==> src/rtl/lsu_ecc_scrub.sv <==
// Queues corrected DCCM words on single-bit ECC errors and writes them back with
// (39,32) SECDED check bits over a req/gnt port; req appears one cycle after the push.
module lsu_ecc_scrub #(
  parameter int DCCM_BITS = 16,
  parameter int DEPTH     = 4
) (
  input  logic                 clk,
  input  logic                 rst,
  input  logic                 dec_tlu_core_ecc_disable,
  input  logic                 single_ecc_error_lo_dc3,
  input  logic                 single_ecc_error_hi_dc3,
  input  logic [DCCM_BITS-1:0] lsu_addr_dc3,
  input  logic [DCCM_BITS-1:0] end_addr_dc3,
  input  logic [31:0]          sec_data_lo_dc3,
  input  logic [31:0]          sec_data_hi_dc3,
  output logic                 dccm_wr_req,
  input  logic                 dccm_wr_gnt,
  output logic [DCCM_BITS-1:0] dccm_wr_addr,
  output logic [38:0]          dccm_wr_data,
  output logic                 scrub_busy,
  output logic                 scrub_overflow
);
  localparam int PW = (DEPTH > 1) ? $clog2(DEPTH) : 1;
  localparam int CW = PW + 1;
  localparam logic [DCCM_BITS-1:0] WORD_MASK = ~DCCM_BITS'(3);

  typedef enum logic {IDLE, REQ} state_e;

  // Hamming check bits are the XOR of the codeword positions of all set data bits;
  // data occupies positions 3..38 skipping powers of two, bit 6 is overall parity.
  function automatic logic [6:0] ecc_encode(input logic [31:0] din);
    logic [6:0] ecc;
    int         di;
    ecc = '0;
    di  = 0;
    for (int p = 3; p < 39; p++) begin
      if ((p & (p - 1)) != 0) begin
        if (din[di[4:0]]) ecc[5:0] = ecc[5:0] ^ p[5:0];
        di++;
      end
    end
    ecc[6] = ^{din, ecc[5:0]};
    return ecc;
  endfunction

  state_e                 state_q, state_d;
  logic [PW-1:0]          wr_ptr_q, wr_ptr_d, rd_ptr_q, rd_ptr_d, hi_slot;
  logic [CW-1:0]          count_q, count_d, free;
  logic [DCCM_BITS-1:0]   addr_mem_q [DEPTH];
  logic [DCCM_BITS-1:0]   addr_mem_d [DEPTH];
  logic [38:0]            data_mem_q [DEPTH];
  logic [38:0]            data_mem_d [DEPTH];
  logic                   wr_req_q, wr_req_d, busy_q, busy_d, ovf_q, ovf_d;
  logic [DCCM_BITS-1:0]   wr_addr_q, wr_addr_d;
  logic [38:0]            wr_data_q, wr_data_d;
  logic                   pop, lo_push, hi_push, acc_lo, acc_hi;

  always_comb begin
    pop        = (state_q == REQ) && dccm_wr_gnt;
    lo_push    = single_ecc_error_lo_dc3 && !dec_tlu_core_ecc_disable;
    hi_push    = single_ecc_error_hi_dc3 && !dec_tlu_core_ecc_disable;
    free       = CW'(DEPTH) - count_q + CW'(pop);
    // lo claims the first free slot, so hi is the one dropped when only one is left
    acc_lo     = lo_push && (free != '0);
    acc_hi     = hi_push && (free > CW'(acc_lo));
    hi_slot    = wr_ptr_q + PW'(acc_lo);
    addr_mem_d = addr_mem_q;
    data_mem_d = data_mem_q;
    if (acc_lo) begin
      addr_mem_d[wr_ptr_q] = lsu_addr_dc3 & WORD_MASK;
      data_mem_d[wr_ptr_q] = {ecc_encode(sec_data_lo_dc3), sec_data_lo_dc3};
    end
    if (acc_hi) begin
      addr_mem_d[hi_slot] = end_addr_dc3 & WORD_MASK;
      data_mem_d[hi_slot] = {ecc_encode(sec_data_hi_dc3), sec_data_hi_dc3};
    end
    wr_ptr_d  = hi_slot + PW'(acc_hi);
    rd_ptr_d  = rd_ptr_q + PW'(pop);
    count_d   = count_q + CW'(acc_lo) + CW'(acc_hi) - CW'(pop);
    state_d   = (count_d != '0) ? REQ : IDLE;
    // outputs are registered from the next-state head so a fresh push is visible next cycle
    wr_req_d  = (state_d == REQ);
    wr_addr_d = wr_req_d ? addr_mem_d[rd_ptr_d] : '0;
    wr_data_d = wr_req_d ? data_mem_d[rd_ptr_d] : '0;
    busy_d    = (count_d != '0);
    ovf_d     = (lo_push && !acc_lo) || (hi_push && !acc_hi);
  end

  always_ff @(posedge clk) begin
    if (rst) begin
      state_q   <= IDLE;
      wr_ptr_q  <= '0;
      rd_ptr_q  <= '0;
      count_q   <= '0;
      wr_req_q  <= 1'b0;
      wr_addr_q <= '0;
      wr_data_q <= '0;
      busy_q    <= 1'b0;
      ovf_q     <= 1'b0;
    end else begin
      state_q    <= state_d;
      wr_ptr_q   <= wr_ptr_d;
      rd_ptr_q   <= rd_ptr_d;
      count_q    <= count_d;
      addr_mem_q <= addr_mem_d;
      data_mem_q <= data_mem_d;
      wr_req_q   <= wr_req_d;
      wr_addr_q  <= wr_addr_d;
      wr_data_q  <= wr_data_d;
      busy_q     <= busy_d;
      ovf_q      <= ovf_d;
    end
  end

  assign dccm_wr_req    = wr_req_q;
  assign dccm_wr_addr   = wr_addr_q;
  assign dccm_wr_data   = wr_data_q;
  assign scrub_busy     = busy_q;
  assign scrub_overflow = ovf_q;

endmodule

==> config.mk <==
export PLATFORM = sky130hd
export DESIGN_NAME = lsu_ecc_scrub
export DESIGN_NICKNAME = d
export VERILOG_FILES = /design/src/rtl/lsu_ecc_scrub.sv
export SDC_FILE = /design/constraint.sdc
export NUM_CORES = 1
export LEC_CHECK = 0
export ABC_CLOCK_PERIOD_IN_PS = 15750
export CAP_MARGIN = 20
export CORE_MARGIN = 2
export CORE_UTILIZATION = 45
export DETAILED_ROUTE_END_ITERATION = 16
export GPL_ROUTABILITY_DRIVEN = 1
export HOLD_SLACK_MARGIN = 0.1
export PLACE_DENSITY = 0.69
export SLEW_MARGIN = 20
export SYNTH_ARGS = -nofsm -noshare
export SYNTH_HDL_FRONTEND = slang
export SYNTH_SLANG_ARGS = --single-unit
==> constraint.sdc <==
create_clock -name clk -period 15.75 [get_ports clk]
set_clock_uncertainty 0.1 [all_clocks]
set_input_delay 2.3625 -clock clk [delete_from_list [all_inputs] [get_ports clk]]
set_output_delay 2.3625 -clock clk [all_outputs]
set_load 0.01 [all_outputs]
==> run metrics <==
grt ovf 0; RSZ-0062 raised after global routing false; Tot GR Track Use 24.6%; largest net degree at the start of global routing 87; Place WS 7.06 ns; critical path fanouts, max 33; clock period minus worst slack 8.21 ns; Ports 160; H-tree depth reported by CTS 2; fmax 122 MHz; CTS tree done; status finished clean; Overall Power 3.35 mW; # port buffers 155; fin area 18800 µm²; top-area cell type share of the netlist area 41.3%; CP Data Required Time 15.99 ns; min-delay worst type register to register; worst vdd ir 0.0908 mV; maximum clock insertion buffer count 3; YS warnings 0; Finished Layout Cells 2224; Final setup viols 0; Syn Std Cell Area 16000 µm²; fin nets 1849; Ant. Diodes 0; Initial DRC Count 1248; Initial Util 45.3%; initial antenna violation count 3; leak pwr 7.15 nW; Crit path max-delay family buffers and inverters; Cells after DPL 2160; setup ws final 7.54 ns; WL per Instance 20.4 µm; clk_lat worst skew 0.51 ns; Synth Instances 1689; EDFF count, synth 220; Detail Placement HPWL 27400 µm; MaxCap Viol Count 0; CP max stage cell o311ai_2; worst stage delay on the critical path 0.68 ns; number of clock sinks 284; Worst Path Arrival 8.44 ns; Synth area leader edfxtp_1; flops & latches, synth 284; Startpoint Class primary input; Post-Syn Area per Cell 9.46 µm²; Synth Flop Type edfxtp_1; Site Rows 69; CP Capture Type register; clock transition at the registers of the reported paths 0.06 ns; Async SR Flop Fraction 0%; count leader, synth nand2_1; Num CTS Buffers 35; layout cell share with drive strength beyond 1 5.84%; leading post-synthesis cells by cell area edfxtp_1 41%, nand2_1 8.9%, dfxtp_1 8.0%; top post-synthesis cells by count 379 x nand2_1, 220 x edfxtp_1, 198 x nor2_1, 138 x clkbuf_1, 125 x a31oi_1; Via density 5.84; DRC 0; Fin. Hold Viols 0; core area 35300 µm²; vias post-DR 12990; Setup Crit Path Kind primary input to register; Die W 192 µm; Layout area overhead 17.7%; Worst Max-Slew Pin Slew 1.13 ns; gp weighted congestion 0.810; CTS Root Buffer Type clkbuf_16; max_slew headroom 24.4%; crit-path cells clkdlybuf4s50_1 > nand2_1 > ha_1 > inv_1 > ha_1 > o311ai_2 > inv_2 > ha_1 > nor2_1 > o311ai_1 > inv_1 > fa_1 > fa_1 > xnor2_1 > xnor2_1 > nand2_1 > nand2_1 > buf_4 > inv_1 > o21ai_0 > a31oi_1; post-CTS setup buffers 0; Post-Syn Nets 1800; Crit path buffers/inverters 6; hold_buf cts 0; area of placed instances 17700 µm²; die footprint 37000 µm²; vias in the first global route 12718; Detail Route Antenna Nets 0; Synth cell types 47; Final Cycle Share 52.1%; Routed WL 45400 µm; final setup TNS 0 ns; P per Cell Area 178 nW/µm²; 1st-pass router iterations 5; register area share after synthesis 49.4%; first-pass GRT wire length 70900 µm; post-CTS sizing 0; Chip Height 192 µm; Max Slew Vio Count 0
## kinds of logic (layout without fill, tap and decap cells)
family	count (synthesis)	after routing	share of synthesized area [%]
DFF	284	284	49.4
and+or+nand+nor	676	676	17.5
buffers and inverters	177	251	4.39
adders and majority gates	9	9	0.799
muxes	95	95	6.50
xor gates and xnor gates	121	121	8.28
AOI/OAI and AO/OA	327	327	13.2
## layout by cell type, fill, tap and decap left out, types with 6 or more instances in the layout
master / count
nand2_1: 379
edfxtp_1: 220
nor2_1: 198
clkdlybuf4s50_1: 155
a31oi_1: 125
mux2i_1: 88
o21ai_0: 83
xnor2_1: 81
a211oi_1: 73
dfxtp_1: 64
and2_1: 40
and3_1: 37
clkbuf_16: 37
buf_4: 20
xor2_1: 18
o32ai_1: 15
clkbuf_1: 13
xnor3_1: 12
inv_1: 10
a21oi_1: 9
a21o_1: 8
mux4_2: 7
ha_1: 6
## area by class of cell
cell class	instances	area (µm²)
fill	3059	16500
tap	461	577
clock inverter	10	77.6
inverter	12	52.6
timing repair buffer	177	1730
sequential	284	7890
multi-input combinational	1228	7480
clock buffer	52	1000
## report_power, final
| part | total, mW | internal [mW] | switching, mW | leakage, nW |
|---|---|---|---|---|
| logic | 1.43 | 0.576 | 0.850 | 3.95 |
| clock network | 0.766 | 0.456 | 0.310 | 0.514 |
| registers | 1.16 | 1.10 | 0.0667 | 2.68 |
| total | 3.35 | 2.13 | 1.23 | 7.15 |
## routing by layer
layer / global-route usage (%) / up-vias / routed length, µm
met1: 33.5 / 6246 / 19300
li1: - / 6032 / -
met4: 8.43 / 6 / 1040
met3: 4.18 / 86 / 3830
met2: 39.7 / 620 / 21200
met5: 0 / - / 37
## worst paths after layout
path / slack [ns] / endpoint / from / cells after the start
worst max register to register: 9.50 / dccm_wr_addr[11] / dccm_wr_req / 20
worst min-delay path: 0.47 / addr_mem_q[49] / addr_mem_q[49] / 1
worst max-delay path: 7.54 / dccm_wr_addr[11] / dccm_wr_gnt / 21
worst min register to register: 0.47 / addr_mem_q[49] / addr_mem_q[49] / 1
## flip-flops by register name, indices dropped and copies added, names as in the netlist
name / cells
scrub_overflow: 1
dccm_wr_req: 1
dccm_wr_data: 39
count_q: 3
wr_ptr_q: 2
addr_mem_q: 64
rd_ptr_q: 2
data_mem_q: 156
dccm_wr_addr: 16
## metrics by stage
step           utilization [%]  hold slack, ns
2_1_floorplan                -           0.422
6_report                  53.3           0.473
3_3_place_gp              50.1           0.453
4_1_cts                   53.2           0.473
5_1_grt                   53.3           0.496
3_5_place_dp              50.1           0.461
Note: power is estimated with default switching activity, not from simulation.
